### config.mk
export PLATFORM = sky130hd
export DESIGN_NAME = hc_sr04_multi_ranger
export DESIGN_NICKNAME = d
export VERILOG_FILES = /design/src/rtl/hc_sr04_multi_ranger.sv
export SDC_FILE = /design/constraint.sdc
export NUM_CORES = 1
export LEC_CHECK = 0
export BUFFER_PORTS_ARGS = -buffer_cell sky130_fd_sc_hd__buf_2
export CAP_MARGIN = 20
export CORE_MARGIN = 3
export CORE_UTILIZATION = 45
export CTS_CLUSTER_DIAMETER = 200
export DETAILED_ROUTE_END_ITERATION = 16
export HOLD_SLACK_MARGIN = 0.05
export PLACE_DENSITY = 0.68
export SLEW_MARGIN = 15
export SYNTH_ARGS = -nofsm -noshare
export SYNTH_HDL_FRONTEND = slang
export SYNTH_SLANG_ARGS = --single-unit
### constraint.sdc
create_clock -name clk -period 68.9 [get_ports clk]
set_input_delay 3.445 -clock clk [delete_from_list [all_inputs] [get_ports clk]]
set_output_delay 3.445 -clock clk [all_outputs]
set_load 0.02 [all_outputs]
### src/rtl/hc_sr04_multi_ranger.sv
// Round-robin HC-SR04 ultrasonic ranger: triggers N_CH sensors in turn.
// Each echo width is converted to centimetres, with per-channel timeout and alarm flags.
module hc_sr04_multi_ranger #(
  parameter int unsigned CLK_HZ      = 12_000_000,
  parameter int unsigned N_CH        = 4,
  parameter int unsigned TRIG_CYC    = 120,
  parameter int unsigned TIMEOUT_CYC = 360_000,
  parameter int unsigned PERIOD_CYC  = 600_000,
  parameter int unsigned ALARM_CM    = 5,
  parameter int unsigned HYST_CM     = 2
) (
  input  logic                 clk,
  input  logic                 rst,
  input  logic                 en,
  input  logic [N_CH-1:0]      echo,
  output logic [N_CH-1:0]      trig,
  output logic [N_CH*16-1:0]   dist_cm,
  output logic                 valid,
  output logic [2:0]           ch_idx,
  output logic [N_CH-1:0]      timeout,
  output logic [N_CH-1:0]      alarm,
  output logic                 busy
);

  typedef enum logic [2:0] {IDLE, TRIG, WAIT_ECHO, COUNT, DONE, GAP} state_t;

  state_t                r_state, w_next;
  logic [N_CH-1:0]       r_sync1, r_sync2, r_echo_d;
  logic [2:0]            r_ch;
  logic [31:0]           r_pcnt, r_tcnt, r_wcnt;
  logic [23:0]           r_raw;
  logic [N_CH*16-1:0]    r_dist;
  logic [N_CH-1:0]       r_timeout, r_alarm;
  logic [N_CH-1:0]       w_sel;
  logic                  w_echo, w_rise, w_tmo;
  logic [15:0]           w_dist;

  function automatic logic [15:0] raw_to_cm(input logic [23:0] raw);
    logic [47:0] num, den, q;
    num = 48'(raw) * 48'd34300;
    den = 48'(CLK_HZ) * 48'd2;
    q   = num / den;
    if (q > 48'h0000_0000_FFFF) return 16'hFFFF;
    return q[15:0];
  endfunction

  function automatic logic next_alarm(input logic [15:0] d, input logic to, input logic prev);
    if (to) return 1'b0;
    if (d <= 16'(ALARM_CM)) return 1'b1;
    if (d > 16'(ALARM_CM + HYST_CM)) return 1'b0;
    return prev;
  endfunction

  assign w_sel  = N_CH'(1) << r_ch;
  assign w_echo = |(r_sync2 & w_sel);
  assign w_rise = w_echo & ~(|(r_echo_d & w_sel));
  assign w_tmo  = (r_wcnt >= TIMEOUT_CYC - 1);
  assign w_dist = w_tmo ? 16'hFFFF : raw_to_cm(r_raw);

  always_comb begin
    w_next = r_state;
    case (r_state)
      IDLE:      if (en) w_next = TRIG;
      TRIG:      if (r_tcnt >= TRIG_CYC - 1) w_next = WAIT_ECHO;
      WAIT_ECHO: if (w_tmo) w_next = DONE;
                 else if (w_rise) w_next = COUNT;
      COUNT:     if (w_tmo || !w_echo) w_next = DONE;
      DONE:      w_next = GAP;
      // One IDLE cycle follows GAP, so exit two short of the period
      GAP:       if (r_pcnt >= PERIOD_CYC - 2) w_next = IDLE;
      default:   w_next = IDLE;
    endcase
  end

  always_ff @(posedge clk or posedge rst) begin
    if (rst) begin
      r_state   <= IDLE;
      r_sync1   <= '0;
      r_sync2   <= '0;
      r_echo_d  <= '0;
      r_ch      <= '0;
      r_pcnt    <= '0;
      r_tcnt    <= '0;
      r_wcnt    <= '0;
      r_raw     <= '0;
      r_dist    <= '0;
      r_timeout <= '0;
      r_alarm   <= '0;
    end else begin
      r_state  <= w_next;
      r_sync1  <= echo;
      r_sync2  <= r_sync1;
      r_echo_d <= r_sync2;
      r_pcnt   <= (r_state == IDLE && w_next == TRIG) ? 32'd0 : r_pcnt + 32'd1;
      r_tcnt   <= (r_state == TRIG) ? r_tcnt + 32'd1 : 32'd0;
      r_wcnt   <= (r_state == WAIT_ECHO || r_state == COUNT) ? r_wcnt + 32'd1 : 32'd0;
      // The edge-detect cycle is itself an echo-high cycle, so COUNT starts at 1
      if (r_state == WAIT_ECHO)
        r_raw <= 24'd1;
      else if (r_state == COUNT && w_echo)
        r_raw <= r_raw + 24'd1;
      // Results land on DONE entry so they are visible while valid is high
      if (w_next == DONE && r_state != DONE) begin
        for (int k = 0; k < N_CH; k++) begin
          if (w_sel[k]) begin
            r_dist[16*k +: 16] <= w_dist;
            r_timeout[k]       <= w_tmo;
            r_alarm[k]         <= next_alarm(w_dist, w_tmo, r_alarm[k]);
          end
        end
      end
      if (r_state == GAP && w_next == IDLE)
        r_ch <= (r_ch == 3'(N_CH - 1)) ? 3'd0 : r_ch + 3'd1;
    end
  end

  assign trig    = (r_state == TRIG) ? w_sel : '0;
  assign valid   = (r_state == DONE);
  assign busy    = (r_state != IDLE);
  assign ch_idx  = r_ch;
  assign dist_cm = r_dist;
  assign timeout = r_timeout;
  assign alarm   = r_alarm;

endmodule

=== Yosys cells after proc, flatten, opt, wreduce, memory -nomap -nowiden ===
Cells that the tools add are included.

* Bits in registers: 210
* Input port bits: 7

* Multiply operators: 1
* Magnitude comparators: 6
* Divide/modulo/power cells: 1
* Shift operators: 1
* Bitwise gates (word level): 4
* Reductions and logical operators: 25
* Mux-type cells: 72
* Eq/ne operators: 9
* $add $sub $neg: 5

{| class="wikitable"
|+ Operators by type and width
! operator !! number
|-
| 32-bit by 1-bit adder with 32-bit output (second input constant) || 3
|-
| 32-bit 2-to-1 mux || 3
|-
| 1-bit 2-to-1 mux || 55
|-
| 40-bit by 25-bit divider with 48-bit output (second input constant) || 1
|-
| 48-bit by 16-bit > comparator with 1-bit output (second input constant) || 1
|-
| 16-bit 2-to-1 mux || 3
|-
| 24-bit 2-to-1 mux || 2
|-
| 24-bit by 14-bit multiplier with 38-bit output (second input constant) || 1
|-
| 32-bit by 19-bit greater-or-equal comparator with 1-bit output (second input constant) || 1
|-
| 32-bit by 20-bit greater-or-equal comparator with 1-bit output (second input constant) || 1
|-
| 32-bit by 7-bit greater-or-equal comparator with 1-bit output (second input constant) || 1
|-
| 24-bit by 1-bit adder with 24-bit output (second input constant) || 1
|-
| 3-bit 2-to-1 mux || 7
|-
| 3-bit one-hot mux with 6 select lines || 1
|-
| 16-bit by 3-bit > comparator with 1-bit output (second input constant) || 1
|-
| 16-bit by 3-bit less-or-equal comparator with 1-bit output (second input constant) || 1
|-
| 3-bit nonzero test || 5
|-
| 3-bit AND reduction || 4
|-
| 3-bit by 2-bit == test with 1-bit output (second input constant) || 3
|-
| 3-bit == test (second input constant) || 3
|-
| 4-bit AND || 2
|-
| 2-bit AND reduction || 4
|-
| 4-bit OR reduction || 2
|-
| 3-bit by 1-bit == test with 1-bit output (second input constant) || 2
|-
| 11 further kinds || 16
|}

=== Logic depth before layout (Yosys ltp) ===
Gate-level depths: netlist of the first run.

* Word-level depth: 21
* Depth in mapped cells: 102
* Mapped depth without buffers: 83

=== Worst setup path before layout of the first run ===
No wires, ideal clock.

* Kind: register -> register
* Start: reg r_raw[7]
* End: reg r_dist[0] (netlist: dist_cm[0])
* Stages on the path, launching flop included: 93
* Arrival time: 22.804 ns
* Required time: 68.770 ns
* Path buffers: 9
* Slack: 45.966 ns
* Clock period less this slack: 22.934 ns
* Cells stage by stage: dfrtp_1 > inv_1 > fa_1 > fa_1 > inv_1 > fa_1 > inv_1 > fa_1 > inv_1 > fa_1 > inv_1 > fa_1 > inv_1 > ha_1 > buf_2 > a21oi_2 > o21ai_1 > a221o_1 > [... 57 more ...] > o21bai_1 > a31o_1 > buf_4 > a311o_2 > o21ai_2 > a21oi_2 > a2111o_1 > o221a_2 > o21ai_2 > a21oi_1 > o21ai_1 > nand2_1 > buf_2 > nand3_1 > o31ai_1 > a221o_1 > a41oi_2 > o31ai_1

* Longest elaborated chain between the ends: 6

{| class="wikitable"
|+ RTL lines
! what !! line !! text
|-
| from (decl) || 31 || <nowiki>logic [23:0] r_raw;</nowiki>
|-
| from (signal assigned) || 101 || <nowiki>r_raw <= r_raw + 24'd1;</nowiki>
|-
| 24-bit by 14-bit multiplier with 38-bit output (*) || 40 || <nowiki>num = 48'(raw) * 48'd34300;</nowiki>
|-
| 40-bit by 25-bit divider with 48-bit output (*) || 42 || <nowiki>q = num / den;</nowiki>
|-
| 48-bit by 16-bit > comparator with 1-bit output || 43 || <nowiki>if (q > 48'h0000_0000_FFFF) return 16'hFFFF;</nowiki>
|-
| 1-bit 2-to-1 mux || 43 ||
|-
| 16-bit 2-to-1 mux (*) || 44 || <nowiki>return q[15:0];</nowiki>
|-
| 16-bit 2-to-1 mux (*) || 58 || <nowiki>assign w_dist = w_tmo ? 16'hFFFF : raw_to_cm(r_raw);</nowiki>
|-
| to (signal, indexed assignment) || 106 || <nowiki>r_dist[16*k +: 16] <= w_dist;</nowiki>
|-
| to (decl) || 32 || <nowiki>logic [N_CH*16-1:0] r_dist;</nowiki>
|}

Every way passes the cells marked *; elsewhere a longest branch is shown, timed or not.
A chain may end at the register's enable or synchronous reset.

=== Final worst setup path of the first run ===
* Start: reg r_raw[8]
* End: reg r_dist[48] (netlist: dist_cm[48])

Same word-level chain as after synthesis.

==> reports/metrics.csv, run 1 <==
metric;value;unit
route.detailed.drc;0;
rows;88;
routedWlPerCell;17.8;microns
utilization;0.490;
place.gp.congestion;0.930;
tns;0;ns
relSlewSlack;0.295;
p_sw;65.3;uW
grt_overflow;0;
vias;23700;
ant_nets;0;
final_max_slew_viol_count;0;
place_ws;39.73;ns
synth_top_family_by_area;compound AO/OA/AOI/OAI gates;
synthFlopType;dfrtp_1;
synth_nets;3493;
antenna_found_initial;0;
arrival;30.13;ns
synth_xor_xnor_area_share;0.0948;
die_area;61700;sq um
post_cts_resized;0;
die_w;248;microns
vdd_ir_drop_max;0.0226;mV
cts_root_buffer;clkbuf_16;
crit_required;69.31;ns
ys_async_sr_fraction;1.00;
path_common_cell;fa_1;
seq_power_share;0.461;
power_frac_clock;0.504;
synth_fa_ha_area_frac;0.186;
hold_buffers;0;
setup_ws;39.19;ns
crit_path_end_kind;register;
final_cell_area;28400;sq um
clock_latency;0.56;ns
tritoncts;yes;
worst_path_largest_cell_delay;0.84;ns
rsz0062_at_grt;false;
placed_cell_area;27500;sq um
chipHeight;248;microns
final_cells;3984;
r2r_slack;39.19;ns
synth_edf_count;0;
p_sw_frac;0.229;
grt_pass1_wl;117;mm
core-area;57900;sq um
yosysSeqAreaShare;0.199;
internal_power;220;uW
final_layout_size_suffix_gt1_frac;0.0951;
total_leakage_power;12.6;nW
maxCapViolations;0;
cts_buffers;25;
wl;70.8;mm
ios;88;
cts_sinks;210;
finalNetCount;3507;
ys_seq_elements;210;
drt_first_pass_iters;5;
fin_total_pwr;285;uW
netlist_area;26400;sq um
clk_path_buf_depth;3;
skew;0.00740;ns
min_period_over_period;0.431;
yosys_warnings;0;
grt_max_degree;105;
syn-instance-count;3187;
area_growth;7.33;%
yosys.area_share.simple;0.216;
cts_setup_buffers;0;
cp_max_fo;24;
start_kind;register;
htree_levels;1;
power_density;10.1;nW/um^2
avgViaCountPerCell;5.95;
synth-compound-area-share;0.230;
port-buffer-count;87;
clkTransAtPathRegs;0.06;ns
hold_viol;0;
drtIter0Drc;1796;
track_usage;0.229;
setup_viol;0;
hpwlAfterDp;55.5;mm
worst_pin_slew;1.06;ns
outcome;finished, final reports clean;
p_comb_frac;0.035;
fmax;33.7;MHz
synth_mux_area_frac;0.0266;
critPathKind;reg -> reg;
period_needed;29.71;ns
hp-class;reg -> reg;
synthDistinctLibCells;137;
grt_pass1_vias;22600;
fin_hold_ws;0.357;ns
syn_area_per_cell;8.29;sq um
place_inst;3938;
start_util;0.456;
crit_slowest_cell;a2bb2oi_2;
## cells in the mapped netlist, drive strengths merged (10+ instances only)
cell | count | area, sq um
o22ai | 30 | 188
o21ai | 205 | 1070
ha | 153 | 1910
o211ai | 46 | 370
a22oi | 15 | 123
nor2 | 322 | 1230
or3 | 32 | 200
or4 | 14 | 113
nor3b | 14 | 105
nand4 | 49 | 307
and3 | 47 | 299
a21oi | 179 | 956
mux2i | 48 | 526
a211oi | 35 | 335
clkbuf | 71 | 267
buf | 50 | 274
a21o | 23 | 173
or2 | 21 | 131
o31ai | 26 | 205
inv | 187 | 702
o21a | 23 | 173
xnor2 | 155 | 1410
a311oi | 12 | 140
o221ai | 11 | 103
nor3 | 88 | 467
nand3 | 124 | 631
nand2 | 327 | 1230
a31oi | 60 | 439
xor2 | 122 | 1100
nor2b | 18 | 113
dfrtp | 210 | 5260
a32oi | 10 | 95.1
o211a | 12 | 120
mux2 | 15 | 176
nand2b | 23 | 144
o2111ai | 19 | 191
and2 | 37 | 231
nor4 | 29 | 215
and4 | 11 | 96.3
o31a | 13 | 114
fa | 146 | 2920
## cells by family after synthesis
logic type | Yosys count
XOR/XNOR | 277
AND/OR/NAND/NOR | 1177
multiplexers | 63
flip-flops | 210
buffers and inverters | 309
AO/OA/AOI/OAI | 845
adder cells (fa/ha/maj) | 306
## final cells by class
class                   instances  area, sq um
clock inverters                10          178
flip-flops and latches        210         5260
diodes                          1         2.50
inverters                     188          713
repair buffers                108          593
fillers                      5681        29600
clock buffers                  34          719
multi-input cells            2668        19900
well taps                     765          957
## registers in the layout, summed over array words and instances (netlist names), 4 cells and up
register	cells
alarm	4
dist_cm	64
r_echo_d	4
r_pcnt	32
r_raw	24
r_sync1	4
r_sync2	4
r_tcnt	32
r_wcnt	32
timeout	4
## worst paths after layout
kind,from,endpoint,cells after the start
min,r_sync1[0],r_sync2[0],0
max reg2reg,r_raw[8],dist_cm[48],83
max in group asynchronous,rst,dist_cm[7],3
min reg2reg,r_sync1[0],r_sync2[0],0
max,r_raw[8],dist_cm[48],83
min in group asynchronous,rst,r_wcnt[21],2
## power by group through the flow
| stage | logic (mW) | registers, mW | clock network, mW |
|---|---|---|---|
| after detailed placement | 0.0102 | 0.134 | 0 |
| after CTS | 0.0103 | 0.131 | 0.148 |
| after global routing | 0.0117 | 0.132 | 0.153 |
| final | 0.00997 | 0.132 | 0.144 |
| after floorplan | 0.00809 | 0.133 | 0 |
| after global placement | 0.00992 | 0.134 | 0 |
## routing by layer
| layer | global-route usage | share of wire |
|---|---|---|
| met1 | 0.324 | 0.47 |
| met2 | 0.372 | 0.45 |
| met3 | 0.0315 | 0.058 |
| met4 | 0.0524 | 0.021 |
| met5 | 0 | 0 |
## worst max-delay path: cells and delay by family (launching register included)
family | cells | cell delay [ns]
AO/OA/AOI/OAI | 47 | 14.96
XOR/XNOR | 2 | 1.21
adder cells (fa/ha/maj) | 8 | 3.99
buffers and inverters | 6 | 0.83
flip-flops | 1 | 0.66
multiplexers | 2 | 0.85
AND/OR/NAND/NOR | 18 | 7.02
## layout by cell type (no fill, tap or decap), types with 43 or more instances in the layout
cell / n
fa_1: 146
ha_1: 153
a31oi_1: 54
nand2_1: 326
xor2_1: 118
a21oi_1: 165
and3_1: 46
nor2_1: 316
xnor2_1: 150
nand3_1: 122
inv_1: 185
dfrtp_1: 210
buf_2: 87
mux2i_1: 43
nand4_1: 49
o21ai_0: 162
nor3_1: 84
Note: power is estimated with default switching activity, not from simulation.
==> run 2: changes to the inputs <==
==> constraint.sdc (replaced) <==
create_clock -name clk -period 29.9 [get_ports clk]
set_input_delay 1.495 -clock clk [delete_from_list [all_inputs] [get_ports clk]]
set_output_delay 1.495 -clock clk [all_outputs]
set_load 0.02 [all_outputs]
==> run 2 against run 1 <==
Net effect:
- clock-buffer cell count down 2
- critical path type unchanged
- via count about the same
- die area unchanged
- critical path depth up 1
- register-to-register slack worse by 37 ns
- sequential power up 130%
==> reports/metrics.csv, run 2 (same netlist as run 1, synthesis figures left out) <==
metric;value;unit;change
clk_path_buf_depth;3;;unchanged
crit_slowest_cell;dfrtp_1;;was a2bb2oi_2
placed_cell_area;27500;sq um;unchanged
hpwlAfterDp;55.7;mm;was 55.5 mm
hp-class;reg -> reg;;unchanged
avgViaCountPerCell;5.95;;about the same
min_period_over_period;0.932;;was 0.431
skew;0.0235;ns;was 0.00740 ns
vdd_ir_drop_max;0.0438;mV;was 0.0226 mV
port-buffer-count;87;;unchanged
power_density;22.3;nW/um^2;was 10.1 nW/um^2
setup_viol;0;;unchanged
cts_root_buffer;clkbuf_16;;unchanged
worst_pin_slew;1.03;ns;was 1.06 ns
maxCapViolations;0;;unchanged
place.gp.congestion;0.933;;was 0.930
area_growth;7.40;%;was 7.33%
period_needed;27.88;ns;was 29.71 ns
relSlewSlack;0.307;;was 0.295
arrival;28.28;ns;was 30.13 ns
routedWlPerCell;17.9;microns;was 17.8 microns
ios;88;;unchanged
outcome;finished, final reports clean;;unchanged
layout_commonest_cell;nand2_1;;unchanged
grt_pass1_wl;117;mm;about the same
core-area;57900;sq um;unchanged
path_buf_inv;7;;was 6
die_w;248;microns;unchanged
most-common-layout-cells;nand2_1 (326), nor2_1 (314), dfrtp_1 (210), inv_1 (185), a21oi_1 (165);;was nand2_1 (326), nor2_1 (316), dfrtp_1 (210), inv_1 (185), a21oi_1 (165)
largest_reg_flops;64;;unchanged
die_area;61700;sq um;unchanged
crit_family;compound AO/OA/AOI/OAI gates;;unchanged
ant_nets;0;;unchanged
cp_max_fo;24;;unchanged
path_common_cell;fa_1;;unchanged
grt_max_degree;143;;was 105
grt_pass1_vias;22600;;about the same
track_usage;0.229;;about the same
start_util;0.456;;unchanged
vias;23700;;about the same
cts_sinks;210;;unchanged
cts_buffers;24;;was 25
diodes;0;;was 1
htree_levels;1;;unchanged
crit_path_end_kind;register;;unchanged
clock_latency;0.57;ns;was 0.56 ns
tns;0;ns;unchanged
critPathKind;reg -> reg;;unchanged
crit_required;30.30;ns;was 69.31 ns
route.detailed.drc;0;;unchanged
antenna_found_initial;0;;unchanged
drtIter0Drc;1843;;was 1796
tritoncts;yes;;unchanged
rows;88;;unchanged
wl;71.2;mm;was 70.8 mm
hold_viol;0;;unchanged
grt_overflow;0;;unchanged
start_kind;register;;unchanged
total_leakage_power;12.6;nW;about the same
chipHeight;248;microns;unchanged
worst_path_largest_cell_delay;0.68;ns;was 0.84 ns
drt_first_pass_iters;5;;unchanged
final_cell_area;28400;sq um;about the same
fin_total_pwr;634;uW;was 285 uW
final_layout_size_suffix_gt1_frac;0.0988;;was 0.0951
fmax;35.9;MHz;was 33.7 MHz
final_max_slew_viol_count;0;;unchanged
finalNetCount;3506;;was 3507
cts_setup_buffers;0;;unchanged
clkTransAtPathRegs;0.06;ns;about the same
## run 2: cell count changes in the layout (fill, tap and decap cells not counted), moves of 2 or more
cell	before	now
or2_2	17	19
or2_1	4	2
bufinv_16	4	2
clkinv_2	1	4
nor2_1	316	314
## run 2: layer usage
layer / share of wire / vias up / wire (microns) / global-route usage
li1: - / 11600 / - / -
met1: 0.47 / 11400 / 33400 / 0.325
met5: 0 / - / 0 / 0
met3: 0.055 / 92 / 3930 / 0.0273
met4: 0.021 / 0 / 1500 / 0.0524
met2: 0.46 / 636 / 32400 / 0.373
## run 2: layout make-up
cell class,count,area (sq um)
Tap cell,765,957
Sequential cell,210,5260
Inverter,188,713
Multi-Input combinational cell,2668,20000
Timing Repair Buffer,108,613
Fill cell,5601,29500
Clock inverter,12,136
Clock buffer,32,681
## run 2: final timing paths
| kind | from | end | slack (ns) | cells past startpoint |
|---|---|---|---|---|
| min in group asynchronous | rst | r_wcnt[22] | 0.91 | 2 |
| max in group asynchronous | rst | dist_cm[4] | 27.80 | 3 |
| worst max register to register | r_raw[8] | dist_cm[48] | 2.02 | 84 |
| worst min register to register | r_sync1[3] | r_sync2[3] | 0.35 | 0 |
| worst min-delay path | r_sync1[3] | r_sync2[3] | 0.35 | 0 |
| worst max-delay path | r_raw[8] | dist_cm[48] | 2.02 | 84 |
## run 2: repair_timing
action	CTS	global route
resized for setup	0	17
setup endpoints to repair	0	12
hold buffers	0	0
## run 2: through the flow
step | setup WS [ns] | cells | hold slack, ns | util
2_1_floorplan | 6.97 | 3187 | 0.331 | -
3_3_place_gp | 1.47 | 3938 | 0.334 | 0.474
3_5_place_dp | 0.757 | 3938 | 0.341 | 0.474
4_1_cts | 0.672 | 3982 | 0.352 | 0.488
5_1_grt | -0.0104 | 3983 | 0.366 | 0.490
6_report | 2.02 | 3983 | 0.349 | 0.490
## run 2: report_power, final
part | switching, mW | leakage [nW] | internal, mW
Clock | 0.130 | 0.396 | 0.178
Sequential | 0.00920 | 2.81 | 0.294
Combinational | 0.0139 | 9.37 | 0.00909
==> run 3: changes to the inputs <==
--- a/config.mk
+++ b/config.mk
@@ -9,6 +9,7 @@
 export CAP_MARGIN = 20
 export CORE_MARGIN = 3
 export CORE_UTILIZATION = 45
+export CTS_BUF_LIST = sky130_fd_sc_hd__clkbuf_8
 export CTS_CLUSTER_DIAMETER = 200
 export DETAILED_ROUTE_END_ITERATION = 16
 export HOLD_SLACK_MARGIN = 0.05
==> run 3 against run 2 <==
Net effect:
- sequential share of layout area barely moved
- fmax rose by 0.40%
- critical path depth unchanged
- first-iteration DRC count down 1.4%
- sequential cell count is the same
- register-to-register slack better by 0.11 ns
- non-clock buffer count is the same
- sequential power about the same
==> reports/metrics.csv, run 3 (same netlist as run 1, synthesis figures left out) <==
metric;value;unit;change
n_fill_cell;5635;;was 5601
worst_path_largest_cell_delay;0.67;ns;was 0.68 ns
drtIter0Drc;1818;;was 1843
r2r_slack;2.13;ns;was 2.02 ns
tns;0;ns;unchanged
crit_family;compound AO/OA/AOI/OAI gates;;unchanged
grt_pass1_wl;117;mm;about the same
hpwlAfterDp;55.7;mm;unchanged
largest_reg_flops;64;;unchanged
grt_max_degree;143;;unchanged
clk_path_buf_depth;3;;unchanged
path_buf_inv;7;;unchanged
power_frac_clock;0.464;;was 0.486
area_growth;7.35;%;was 7.40%
finalNetCount;3520;;was 3506
p_sw;150;uW;was 153 uW
final_max_slew_viol_count;0;;unchanged
port-buffer-count;87;;unchanged
final_layout_size_suffix_gt1_frac;0.103;;was 0.0988
ant_nets;0;;unchanged
setup_ws;2.13;ns;was 2.02 ns
layout_commonest_cell;nand2_1;;unchanged
wl;71.2;mm;about the same
start_util;0.456;;unchanged
arrival;28.19;ns;was 28.28 ns
vdd_ir_drop_max;0.0380;mV;was 0.0438 mV
crit_slowest_cell;dfrtp_1;;unchanged
p_comb_frac;0.038;;was 0.036
start_kind;register;;unchanged
setup_viol;0;;unchanged
chipHeight;248;microns;unchanged
cts_sinks;210;;unchanged
seq_power_share;0.498;;was 0.478
maxCapViolations;0;;unchanged
cts_buffers;38;;was 24
die_w;248;microns;unchanged
path_common_cell;fa_1;;unchanged
grt_pass1_vias;22600;;about the same
crit_required;30.33;ns;was 30.30 ns
p_sw_frac;0.247;;was 0.241
ios;88;;unchanged
rows;88;;unchanged
regToRegStartpoint;r_raw[8];;unchanged
place_ws;0.757;ns;unchanged
setup.worst_path.start;r_raw[8];;unchanged
skew;0.0643;ns;was 0.0235 ns
critPathKind;reg -> reg;;unchanged
place_inst;3938;;unchanged
routedWlPerCell;17.8;microns;was 17.9 microns
internal_power;458;uW;was 481 uW
most-common-layout-cells;nand2_1 (326), nor2_1 (314), dfrtp_1 (210), inv_1 (195), a21oi_1 (165);;was nand2_1 (326), nor2_1 (314), dfrtp_1 (210), inv_1 (185), a21oi_1 (165)
hp-class;reg -> reg;;unchanged
outcome;finished, final reports clean;;unchanged
die_area;61700;sq um;unchanged
route.detailed.drc;0;;unchanged
cp_max_fo;24;;unchanged
crit_path_end_kind;register;;unchanged
htree_levels;2;;was 1
power_density;21.5;nW/um^2;was 22.3 nW/um^2
rsz0062_at_grt;false;;
vias;23700;;about the same
final_cells;4009;;was 3983
drt_first_pass_iters;5;;unchanged
crit_end;dist_cm[48];;unchanged
antenna_found_initial;2;;was 0
clkTransAtPathRegs;0.06;ns;about the same
core-area;57900;sq um;unchanged
rr_worst_depth;84;;unchanged
cts_setup_buffers;0;;unchanged
r2r_end;dist_cm[48];;unchanged
relSlewSlack;0.303;;was 0.307
place.gp.congestion;0.933;;unchanged
min_period_over_period;0.929;;was 0.932
total_leakage_power;12.6;nW;about the same
grt_overflow;0;;unchanged
cts_root_buffer;clkbuf_8;;was clkbuf_16
worst_pin_slew;1.04;ns;was 1.03 ns
avgViaCountPerCell;5.92;;was 5.95
fmax;36.0;MHz;was 35.9 MHz
hold_viol;0;;unchanged
holdCritStartpoint;r_sync1[3];;unchanged
clock_latency;0.62;ns;was 0.57 ns
tritoncts;yes;;unchanged
period_needed;27.77;ns;was 27.88 ns
critical_path_cell_count;84;;unchanged
track_usage;0.229;;about the same
run 3: area by class of cell:
class | instances | area (sq um) | area share
flip-flops and latches | 210 | 5260 | 0.185
multi-input cells | 2668 | 20000 | 0.706
clock inverters | 18 | 134 | 0.00472
repair buffers | 108 | 613 | 0.0216
clock buffers | 48 | 661 | 0.0233
inverters | 188 | 713 | 0.0251
diodes | 4 | 10.0 | 0.000353
well taps | 765 | 957 | 0.0337
run 3: worst reg2reg max path, delay by kind of cell (launching register included):
| kind | cells | cell delay (ns) |
|---|---|---|
| compound gates | 45 | 12.61 |
| xor+xnor | 3 | 1.67 |
| fa+ha+maj | 9 | 4.23 |
| buf+inv | 7 | 1.05 |
| flops | 1 | 0.67 |
| mux | 3 | 1.39 |
| simple gates | 17 | 6.01 |
run 3: layer usage:
| layer | GRT usage | wire (microns) | vias to the layer above |
|---|---|---|---|
| met5 | 0 | 13 | - |
| met4 | 0.0701 | 1980 | 2 |
| met3 | 0.0423 | 4690 | 111 |
| met2 | 0.365 | 31600 | 678 |
| met1 | 0.317 | 32900 | 11300 |
| li1 | - | - | 11600 |
run 3: timing repair:
| item | 4_1_cts | 5_1_grt |
|---|---|---|
| resized for setup | 0 | 17 |
| hold buffers | 0 | 0 |
| endpoints found under the setup margin | 0 | 12 |
run 3: power by group through the flow:
stage / combinational [mW] / sequential, mW / clock, mW
after global placement: 0.0226 / 0.308 / 0
after detailed placement: 0.0234 / 0.308 / 0
final: 0.0230 / 0.303 / 0.283
after global routing: 0.0273 / 0.304 / 0.306
after CTS: 0.0233 / 0.303 / 0.294
after floorplan: 0.0186 / 0.306 / 0
run 3: how the worst min path moves through the flow:
| stage | end | slack (ns) | depth (start not counted) |
|---|---|---|---|
| CTS | r_sync2[3] | 0.35 | 0 |
| finish | r_sync2[3] | 0.35 | 0 |
| global placement | r_sync2[3] | 0.33 | 0 |
| floorplan | r_sync2[0] | 0.33 | 0 |
| global route | r_sync2[0] | 0.36 | 0 |
| detailed placement | r_sync2[0] | 0.34 | 0 |
run 3: stage by stage:
step                utilization  power (mW)  hold slack [ns]  instance area (sq um)
floorplan                     -       0.325            0.331                  26400
global placement          0.474       0.330            0.334                  27500
detailed placement        0.474       0.331            0.341                  27500
CTS                       0.488       0.621            0.351                  28200
global route              0.490       0.637            0.365                  28400
finish                    0.490       0.609            0.350                  28400
